## src/rtl/kb_pkg.sv

```systemverilog
// Shared definitions for the pushbutton-to-keycode encoder.
// Holds the HID keycodes the game decoder understands, the button index
// order, the keystroke sequencer states and a priority helper.
package kb_pkg;

  localparam int NBTN = 7;

  localparam logic [7:0] KC_W     = 8'h1A;
  localparam logic [7:0] KC_A     = 8'h04;
  localparam logic [7:0] KC_S     = 8'h16;
  localparam logic [7:0] KC_D     = 8'h07;
  localparam logic [7:0] KC_R     = 8'h15;
  localparam logic [7:0] KC_ENTER = 8'h28;
  localparam logic [7:0] KC_M     = 8'h10;

  typedef enum logic [2:0] {
    BTN_UP    = 3'd0,
    BTN_LEFT  = 3'd1,
    BTN_DOWN  = 3'd2,
    BTN_RIGHT = 3'd3,
    BTN_RESET = 3'd4,
    BTN_START = 3'd5,
    BTN_MENU  = 3'd6
  } btn_idx_e;

  // Indexed by btn_idx_e.
  localparam logic [7:0] KC_MAP [NBTN] = '{KC_W, KC_A, KC_S, KC_D, KC_R, KC_ENTER, KC_M};

  typedef enum logic [1:0] {
    IDLE = 2'd0,
    HOLD = 2'd1,
    GAP  = 2'd2
  } kb_state_e;

  // Index of the lowest set bit; 0 when nothing is set (callers check first).
  function automatic logic [2:0] lowest_idx(input logic [NBTN-1:0] v);
    logic [2:0] idx;
    idx = 3'd0;
    for (int i = NBTN - 1; i >= 0; i--) begin
      if (v[i]) idx = 3'(i);
    end
    return idx;
  endfunction

endpackage

```

## src/rtl/btn_keycode_enc_if.sv

```systemverilog
// Button / keycode bundle between the board buttons, the encoder and the
// game's input decoder.
//   btn_raw    : raw active-high buttons (driven by the board side)
//   keycode    : HID keycode, 0x00 = no key
//   key_active : high while keycode is non-zero
//   pending    : presses registered but not yet sent
//   overflow   : one-cycle pulse when a press is dropped
// master = encoder, slave = board/decoder side.
interface btn_keycode_enc_if;
  logic [kb_pkg::NBTN-1:0] btn_raw;
  logic [7:0]              keycode;
  logic                    key_active;
  logic [kb_pkg::NBTN-1:0] pending;
  logic                    overflow;

  modport master (input btn_raw, output keycode, key_active, pending, overflow);
  modport slave  (output btn_raw, input keycode, key_active, pending, overflow);
endinterface

```

## src/rtl/btn_debounce.sv

```systemverilog
// One button: 2-flop synchronizer, debounce counter and a press pulse.
//   clk, rst_n : clock, async active-low reset
//   raw        : asynchronous button input
//   press      : one-cycle pulse in the first cycle the debounced level is 1
// A new level is accepted after DEB_CYCLES consecutive synchronized samples
// that differ from the current stable level; any bounce restarts the count.
module btn_debounce #(
  parameter int DEB_CYCLES = 1000
) (
  input  logic clk,
  input  logic rst_n,
  input  logic raw,
  output logic press
);

  localparam int CW = $clog2(DEB_CYCLES + 1);
  localparam logic [CW-1:0] CNT_LAST = CW'(DEB_CYCLES - 1);

  logic          sync_p0, sync_p1;
  logic          stable;
  logic [CW-1:0] cnt;

  // synchronizer stages
  always_ff @(posedge clk or negedge rst_n) begin
    if (!rst_n) begin
      sync_p0 <= 1'b0;
      sync_p1 <= 1'b0;
    end else begin
      sync_p0 <= raw;
      sync_p1 <= sync_p0;
    end
  end

  // debounce stage
  always_ff @(posedge clk or negedge rst_n) begin
    if (!rst_n) begin
      cnt    <= '0;
      stable <= 1'b0;
      press  <= 1'b0;
    end else begin
      press <= 1'b0;
      if (sync_p1 != stable) begin
        if (cnt == CNT_LAST) begin
          cnt    <= '0;
          stable <= sync_p1;
          press  <= sync_p1;
        end else begin
          cnt <= cnt + 1'b1;
        end
      end else begin
        cnt <= '0;
      end
    end
  end

endmodule

```

## src/rtl/btn_keycode_enc.sv

```systemverilog
// Turns seven board pushbuttons into a USB-HID style keycode stream.
// Each debounced press becomes one keystroke: the keycode for HOLD_CYCLES,
// then 0x00 for GAP_CYCLES. Presses queue in a one-deep-per-button pending
// register and are sent lowest index first.
//   clk   : system clock
//   rst_n : async active-low reset (released synchronously inside)
//   bus   : btn_raw in; keycode, key_active, pending, overflow out
module btn_keycode_enc
  import kb_pkg::*;
#(
  parameter int DEB_CYCLES  = 1000,
  parameter int HOLD_CYCLES = 4,
  parameter int GAP_CYCLES  = 4
) (
  input logic               clk,
  input logic               rst_n,
  btn_keycode_enc_if.master bus
);

  localparam int PH_MAX = (HOLD_CYCLES > GAP_CYCLES) ? HOLD_CYCLES : GAP_CYCLES;
  localparam int PH_W   = $clog2(PH_MAX + 1);
  localparam logic [PH_W-1:0] HOLD_LAST = PH_W'(HOLD_CYCLES - 1);
  localparam logic [PH_W-1:0] GAP_LAST  = PH_W'(GAP_CYCLES - 1);

  logic            rst_meta, rst_sync_n;
  logic [NBTN-1:0] press_vec;
  logic [NBTN-1:0] pending_q, grant;
  logic            overflow_q;
  kb_state_e       state, state_d;
  logic [PH_W-1:0] ph_cnt, ph_cnt_d;
  logic [7:0]      keycode_q, keycode_d;
  logic            key_active_q;
  logic [2:0]      gidx;

  // Reset asserts immediately, deasserts two clocks after rst_n rises.
  always_ff @(posedge clk or negedge rst_n) begin
    if (!rst_n) begin
      rst_meta   <= 1'b0;
      rst_sync_n <= 1'b0;
    end else begin
      rst_meta   <= 1'b1;
      rst_sync_n <= rst_meta;
    end
  end

  genvar gb;
  generate
    for (gb = 0; gb < NBTN; gb++) begin : g_deb
      btn_debounce #(.DEB_CYCLES(DEB_CYCLES)) u_deb (
        .clk   (clk),
        .rst_n (rst_sync_n),
        .raw   (bus.btn_raw[gb]),
        .press (press_vec[gb])
      );
    end
  endgenerate

  // State register plus the registered outputs.
  always_ff @(posedge clk or negedge rst_sync_n) begin
    if (!rst_sync_n) begin
      state        <= IDLE;
      ph_cnt       <= '0;
      pending_q    <= '0;
      overflow_q   <= 1'b0;
      keycode_q    <= 8'h00;
      key_active_q <= 1'b0;
    end else begin
      state        <= state_d;
      ph_cnt       <= ph_cnt_d;
      // A press landing on a bit granted this cycle re-arms it, so set wins.
      pending_q    <= (pending_q & ~grant) | press_vec;
      overflow_q   <= |(press_vec & pending_q & ~grant);
      keycode_q    <= keycode_d;
      key_active_q <= (keycode_d != 8'h00);
    end
  end

  // Next-state logic.
  always_comb begin
    state_d  = state;
    ph_cnt_d = ph_cnt;
    unique case (state)
      IDLE: begin
        if (|pending_q) begin
          state_d  = HOLD;
          ph_cnt_d = '0;
        end
      end
      HOLD: begin
        if (ph_cnt == HOLD_LAST) begin
          state_d  = GAP;
          ph_cnt_d = '0;
        end else begin
          ph_cnt_d = ph_cnt + 1'b1;
        end
      end
      GAP: begin
        if (ph_cnt == GAP_LAST) begin
          state_d  = IDLE;
          ph_cnt_d = '0;
        end else begin
          ph_cnt_d = ph_cnt + 1'b1;
        end
      end
      default: begin
        state_d  = IDLE;
        ph_cnt_d = '0;
      end
    endcase
  end

  // Output logic: grant and the keycode to register for the next cycle.
  always_comb begin
    grant     = '0;
    keycode_d = 8'h00;
    gidx      = lowest_idx(pending_q);
    unique case (state)
      IDLE: begin
        if (|pending_q) begin
          grant     = NBTN'(1) << gidx;
          keycode_d = KC_MAP[gidx];
        end
      end
      HOLD:    keycode_d = (ph_cnt == HOLD_LAST) ? 8'h00 : keycode_q;
      default: keycode_d = 8'h00;
    endcase
  end

  assign bus.keycode    = keycode_q;
  assign bus.key_active = key_active_q;
  assign bus.pending    = pending_q;
  assign bus.overflow   = overflow_q;

endmodule

```

## src/flat_wrapper.sv

```systemverilog
// flat-port wrapper written by rule: the top's interface ports become plain ports
module btn_keycode_enc_flat import kb_pkg::*;
#(
  parameter int DEB_CYCLES  = 1000,
  parameter int HOLD_CYCLES = 4,
  parameter int GAP_CYCLES  = 4
)
  (clk, rst_n, bus_btn_raw, bus_keycode, bus_key_active, bus_pending, bus_overflow);
  btn_keycode_enc_if bus_i ();
  input logic clk;
  input logic rst_n;
  input wire logic [$bits(bus_i.btn_raw)-1:0] bus_btn_raw;
  output wire logic [$bits(bus_i.keycode)-1:0] bus_keycode;
  output wire logic [$bits(bus_i.key_active)-1:0] bus_key_active;
  output wire logic [$bits(bus_i.pending)-1:0] bus_pending;
  output wire logic [$bits(bus_i.overflow)-1:0] bus_overflow;
  assign bus_i.btn_raw = bus_btn_raw;
  assign bus_keycode = bus_i.keycode;
  assign bus_key_active = bus_i.key_active;
  assign bus_pending = bus_i.pending;
  assign bus_overflow = bus_i.overflow;
  btn_keycode_enc #(.DEB_CYCLES(DEB_CYCLES), .HOLD_CYCLES(HOLD_CYCLES), .GAP_CYCLES(GAP_CYCLES)) u_core (.clk(clk), .rst_n(rst_n), .bus(bus_i));
endmodule
```

## config.mk

```make
export PLATFORM = sky130hd
export DESIGN_NAME = btn_keycode_enc_flat
export DESIGN_NICKNAME = d
export VERILOG_FILES = /design/src/rtl/kb_pkg.sv /design/src/rtl/btn_keycode_enc_if.sv /design/src/rtl/btn_debounce.sv /design/src/rtl/btn_keycode_enc.sv /design/src/flat_wrapper.sv
export SDC_FILE = /design/constraint.sdc
export NUM_CORES = 1
export LEC_CHECK = 0
export BUFFER_PORTS_ARGS = -buffer_cell sky130_fd_sc_hd__buf_2
export CAP_MARGIN = 20
export CORE_UTILIZATION = 54
export CTS_BUF_LIST = sky130_fd_sc_hd__clkbuf_8
export CTS_CLUSTER_DIAMETER = 40
export DETAILED_ROUTE_END_ITERATION = 8
export PLACE_DENSITY = 0.72
export SLEW_MARGIN = 40
export SYNTH_ARGS = -nofsm -noshare
export SYNTH_HDL_FRONTEND = slang
export SYNTH_SLANG_ARGS = --single-unit
export TNS_END_PERCENT = 1
```

## constraint.sdc

```tcl
create_clock -name clk -period 4.3 [get_ports clk]
set_clock_uncertainty 0.1 [all_clocks]
set_input_delay 0.86 -clock clk [delete_from_list [all_inputs] [get_ports clk]]
set_output_delay 0.86 -clock clk [all_outputs]
set_load 0.01 [all_outputs]
```

==> flow_summary_export.csv, run 1 <==
group,metric,value,unit
placed_design,place_congestion,0.816,
synth,ys.flop_type,"dfrtp_1",
final_layout,most-common-layout-cells,"dfrtp_1, nor2_1, xnor2_1",
synth,yosysWarnings,0,
synth,netlist-cell-type-count,52,
final_layout,fillers,755,
routing,num_vias,3404,
grt,grt_pass1_vias,3354,
routing,drc_errors,0,
synth,syn-num-nets,489,
timing,fmax,432,MHz
critical_path,cpMaxStageDelayCell,"or4b_4",
critical_path,rr_worst_depth,6,
clock_tree,tritoncts,"yes",
clock_tree,clk_latency,430,ps
placed_design,place_area,5490,sq um
final_layout,fin_util,63.7,%
timing,slew_violations,0,
final_layout,n_antenna_cell,0,
floorplanning,start_util,56.3,%
synth,ys_ff_latch,122,
routing,firstDrtPassIters,4,
timing,hold_viol,0,
routing,dr_wl_met3,334,um
power,p_leak,0.00285,uW
grt,grt_max_degree,50,
routing,wl_met1,4.15,mm
timing,tightest_slew,648,ps
critical_path,path_max_fanout,12,
clock_tree,clk_pin_slew,70,ps
final_layout,instances_no_fill,649,
floorplanning,die_area,10100,sq um
grt,grt_pass1_wl,15.2,mm
critical_path,cp.required,4510,ps
synth,yosys.area.top_type_share,58.1,%
synth,synth.area.top_cells,"dfrtp_1, xnor2_1, nor2_1, xor2_1, ha_1",
placed_design,placed_cells,617,
floorplanning,boundaryPins,26,
timing,slew_headroom,56.4,%
synth,syn_area_per_cell,11.2,sq um
clock_tree,clock-root-buffer,"clkbuf_8",
placed_design,io_buffers,25,
final_layout,area_growth,13.1,%
routing,viasPerCell,5.24,
min_path,min_path_type,"in -> async",
clock_tree,post_cts_buffers,0,
power,irDropWorstVdd,0.338,mV
floorplanning,die_width,101,um
floorplanning,core,9330,sq um
floorplanning,die_h,101,um
critical_path,path_class,"reg -> reg",
flow_run,drv_cap,0,
grt,grt_overflow_total,0,
final_layout,final_common_cell,"dfrtp_1",
critical_path,crit_path_max_incr_delay,560,ps
routing,dr_wl_met2,4.02,mm
clock_tree,clk_path_buf_depth,2,
clock_tree,cts_buffers,17,
clock_tree,holdBufCountCts,0,
critical_path,worstPathArrival,2530,ps
grt,grt_use_total,19.6,%
grt,antenna_found_initial,0,
routing,top_layer_used,"met4",
routing,drt-total-wl,8.62,mm
clock_tree,h-tree-depth,4,
timing,setup_viol,0,
final_layout,fin_nets,527,
routing,drt_iter0_drc,112,
timing,tns,0,ps
synth,ys_seq_area_share,58.1,%
timing,rsz0062_at_grt,"no",
critical_path,path_cells,"inv_1, ha_1, or4b_4, nor3_4, nand2_1, a311o_1",
timing,min_period,2320,ps
status,status,"completed",
synth,netlist_area,5250,sq um
critical_path,start_kind,"flip-flop",
clock_tree,cts_sinks,122,
timing,finalCritPeriodShare,53.9,%
synth,synth_async_sr_flop_share,100,%
synth,synth_enable_flop_cells,0,
floorplanning,row_count,35,
clock_tree,cts_resized,0,
placed_design,dp_hpwl,5.74,mm
routing,wl_per_cell,13.3,um
power,p_per_area,400,nW/um^2
synth,syn_inst,469,
final_layout,design_area,5940,sq um
final_layout,drive_above_1_share,13.5,%
critical_path,crit_path_end_kind,"flip-flop",
synth,yosys.area.top_type,"dfrtp_1",
routing,antenna_left,0,
-- metal layers --
| metal | up-vias | track usage (%) |
|---|---|---|
| met3 | 11 | 6.17 |
| met2 | 48 | 31.1 |
| met1 | 1665 | 25.1 |
| met4 | 0 | 8.14 |
| met5 | - | 0 |
| li1 | 1680 | - |
-- power by group --
| group | internal [uW] | switching [uW] | leakage, uW | total, uW |
|---|---|---|---|---|
| registers | 1170 | 25.5 | 0.00165 | 1200 |
| logic | 22.4 | 36.1 | 0.000975 | 58.5 |
| clock network | 674 | 444 | 0.000226 | 1120 |
-- layout make-up --
cell class | count | area (sq um) | area share (%)
sequential | 122 | 3060 | 51.5
tap | 129 | 161 | 2.72
clock buffer | 20 | 275 | 4.63
clock inverter | 12 | 171 | 2.89
multi-input combinational | 329 | 2100 | 35.3
inverter | 10 | 37.5 | 0.632
timing repair buffer | 27 | 140 | 2.36
-- worst max-delay path, delay by kind of cell (launching register included) --
| family | cells | cell delay, ps |
|---|---|---|
| AND/OR/NAND/NOR | 3 | 860 |
| flip-flops | 1 | 400 |
| adder cells (fa/ha/maj) | 1 | 400 |
| AO/OA/AOI/OAI | 1 | 350 |
| buffers and inverters | 1 | 90 |
-- cells by family (layout without fill, tap and decap cells) --
kind of cell | Yosys count | in the layout | share of synthesized area [%]
AO/OA/AOI/OAI | 32 | 32 | 4.60
flip-flops | 122 | 122 | 58.1
AND/OR/NAND/NOR | 215 | 215 | 20.7
other | 1 | 1 | 0.0714
XOR/XNOR | 63 | 63 | 10.5
multiplexers | 7 | 7 | 1.50
buffers and inverters | 18 | 69 | 1.93
adder cells (fa/ha/maj) | 11 | 11 | 2.62
-- stage by stage --
| step | worst slack (ps) | hold slack (ps) | total power [uW] |
|---|---|---|---|
| finish | 1980 | 95.6 | 2370 |
| global route | 1850 | 67.4 | 2470 |
| CTS | 1990 | 72.3 | 2400 |
| detailed placement | 2010 | 235 | 1280 |
| global placement | 2080 | 232 | 1280 |
| floorplan | 549 | 231 | 1260 |
-- worst paths after layout --
check	endpoint	startpoint	slack [ps]
worst max register to register	u_core.bus.overflow	u_core.state[0]	1980
max in group asynchronous	u_core.bus.keycode[7]	u_core.rst_sync_n	2940
min in group clk	u_core.g_deb[4].u_deb.sync_p1	u_core.g_deb[4].u_deb.sync_p0	250
worst min-delay path	u_core.rst_sync_n	rst_n	100
worst min register to register	u_core.g_deb[2].u_deb.cnt[3]	u_core.rst_sync_n	250
worst max-delay path	u_core.bus.overflow	u_core.state[0]	1980
-- flip-flops by register name (all words and copies together) (netlist names) --
signal and cells:
u_core.g_deb.u_deb.sync_p0 7, u_core.state 2, u_core.bus.overflow 1, u_core.bus.keycode 8, u_core.rst_sync_n 1, u_core.bus.key_active 1, u_core.g_deb.u_deb.sync_p1 7, u_core.rst_meta 1
u_core.ph_cnt 3, u_core.g_deb.u_deb.stable 7, u_core.g_deb.u_deb.press 7, u_core.bus.pending 7, u_core.g_deb.u_deb.cnt 70
-- synth_stat cells (3+ instances only) --
cell type	n
dfrtp_1	122
nor2_1	73
xnor2_1	39
nand2_1	36
xor2_1	24
nor3_1	22
nand3_1	17
nand4_1	16
and3_1	11
ha_1	11
inv_1	9
a21o_1	8
or4_1	7
and2_1	6
nand2b_1	6
mux2_1	5
nor3b_1	5
a21oi_1	4
and3b_1	3
buf_6	3
clkbuf_1	3
o21ai_0	3
Note: power is estimated with default switching activity, not from simulation.
==> run 2, diff against run 1 <==
Settings changed: ABC_AREA set to 1.
Clock period 4.3 ns to 2.2 ns, I/O delays scaled along.
==> flow_summary_export.csv, run 2 <==
group,metric,value,unit
clock_tree,clk_latency,420,ps
synth,netlist_area,5400,sq um
clock_tree,clk_pin_slew,70,ps
grt,grt_overflow_total,0,
timing,rsz0062_at_grt,"no",
clock_tree,clock-root-buffer,"clkbuf_8",
final_layout,instances_no_fill,776,
routing,num_vias,3821,
timing,min_period,1790,ps
final_layout,area_growth,15.0,%
critical_path,path_class,"reg -> reg",
floorplanning,core,9730,sq um
synth,syn_inst,576,
final_layout,final_common_cell,"dfrtp_1",
floorplanning,boundaryPins,26,
timing,hold_viol,0,
timing,fmax,558,MHz
status,status,"completed",
synth,yosysMostFrequentCell,"dfrtp_1",
synth,synth_commonest_cells,"dfrtp_1, nand2_1, nor2_1",
critical_path,crit_path_end_kind,"flip-flop",
synth,syn_area_per_cell,9.38,sq um
synth,synth.area.top_cells,"dfrtp_1, nand2_1, nor2_1, inv_1, xor2_1",
critical_path,path_max_fanout,7,
timing,slew_violations,0,
timing,slew_headroom,66.2,%
grt,grt_max_degree,51,
critical_path,cp.required,2410,ps
timing,finalCritPeriodShare,81.4,%
power,p_per_area,715,nW/um^2
routing,drt-total-wl,8.84,mm
power,p_leak,0.00309,uW
final_layout,fin_nets,650,
synth,synth_enable_flop_cells,0,
clock_tree,tritoncts,"yes",
flow_run,drv_cap,0,
timing,setup_viol,0,
grt,grt_use_total,19.6,%
final_layout,design_area,6210,sq um
placed_design,place_area,5740,sq um
clock_tree,h-tree-depth,4,
critical_path,worstPathArrival,2000,ps
final_layout,fin_util,63.9,%
clock_tree,cts_resized,0,
final_layout,largest_register,"u_core.g_deb.u_deb.cnt",
timing,tightest_slew,507,ps
synth,yosys.area.top_type,"dfrtp_1",
floorplanning,start_util,55.5,%
synth,yosys.area.top_type_share,56.5,%
placed_design,placed_cells,736,
power,irDropWorstVdd,0.322,mV
synth,syn-num-nets,596,
grt,grt.met2_usage,32.5,%
grt,grt_pass1_vias,3687,
routing,drc_errors,0,
floorplanning,die_area,10400,sq um
grt,grt_use_met1,23.9,%
final_layout,drive_above_1_share,14.6,%
grt,grt_busiest_layer,"met2",
clock_tree,clk_path_buf_depth,2,
routing,wl_per_cell,11.4,um
synth,ys.flop_type,"dfrtp_1",
min_path,min_path_type,"reg -> async",
timing,tns,0,ps
placed_design,dp_hpwl,6.47,mm
placed_design,io_buffers,25,
routing,firstDrtPassIters,4,
placed_design,place_congestion,0.873,
critical_path,start_kind,"flip-flop",
synth,yosysWarnings,0,
synth,netlist-cell-type-count,37,
synth,ys_ff_latch,122,
floorplanning,die_width,102,um
grt,use_met3,6.22,%
grt,antenna_found_initial,0,
final_layout,n_antenna_cell,0,
floorplanning,die_h,102,um
synth,ys_seq_area_share,56.5,%
floorplanning,row_count,36,
clock_tree,cts_sinks,122,
routing,antenna_left,0,
grt,grt_pass1_wl,15.7,mm
clock_tree,cts_buffers,17,
final_layout,largest_reg_flops,70,
routing,viasPerCell,4.92,
synth,synth_async_sr_flop_share,100,%
final_layout,most-common-layout-cells,"dfrtp_1, nand2_1, nor2_1",
routing,drt_iter0_drc,123,
run 2: repair_timing:
item,in CTS,in global routing
endpoints found under the hold margin,8,1
hold buffers,7,1
buffers inserted,0,0
run 2: power breakdown:
part | internal (uW) | switching, uW | total, uW
combinational | 52.6 | 83.0 | 136
sequential | 2290 | 41.8 | 2330
clock | 1150 | 826 | 1980
run 2: cell families (layout without fill, tap and decap cells):
group / count (synthesis) / count (layout) / synth area share, %
and+or+nand+nor: 287 / 287 / 25.8
buffers and inverters: 76 / 143 / 5.28
other: 1 / 1 / 0.0694
xor gates and xnor gates: 25 / 25 / 4.05
AOI/OAI and AO/OA: 54 / 54 / 5.70
adders and majority gates: 11 / 11 / 2.55
DFF: 122 / 122 / 56.5
run 2: worst paths after layout:
path / cells after the start / slack [ps] / end / startpoint
setup / recovery: 9 / 410 / u_core.bus.overflow / u_core.state[0]
hold / removal: 0 / 220 / u_core.g_deb[2].u_deb.sync_p1 / u_core.rst_sync_n
setup reg to reg: 9 / 410 / u_core.bus.overflow / u_core.state[0]
hold reg to reg: 0 / 220 / u_core.g_deb[2].u_deb.sync_p1 / u_core.rst_sync_n
max in group asynchronous: 1 / 1160 / u_core.g_deb[0].u_deb.cnt[0] / u_core.rst_sync_n
min in group clk: 0 / 240 / u_core.rst_sync_n / u_core.rst_meta
run 2: through the flow:
stage | setup WS (ps) | total power, uW | hold slack [ps]
floorplan | 65.2 | 2450 | 44.4
global placement | 530 | 2490 | 124
detailed placement | 463 | 2500 | 127
CTS | 430 | 4500 | 0.528
global route | 249 | 4630 | 204
finish | 409 | 4440 | 219
run 2: per-layer routing:
metal / vias to the layer above / part of all wire, %
met5: - / 0
met2: 46 / 48
met3: 10 / 3.3
met4: 0 / 1.1
li1: 1967 / -
met1: 1798 / 48
run 2: layout make-up:
cell class                 count  area [sq um]
clock buffer                  19           262
clock inverter                13           135
fill                         802          3510
inverter                      76           285
multi-input combinational    378          2060
sequential                   122          3060
tap                          133           166
timing repair buffer          35           245
run 2: worst max-delay path: stages, from the launching register on:
cell and delay, ps:
dfrtp_1 400, inv_1 90, ha_1 300, inv_1 180, nor2_1 200, nand3_2 130, nand3_1 80, o21ai_1 60
nor2_1 90, nand2_1 60
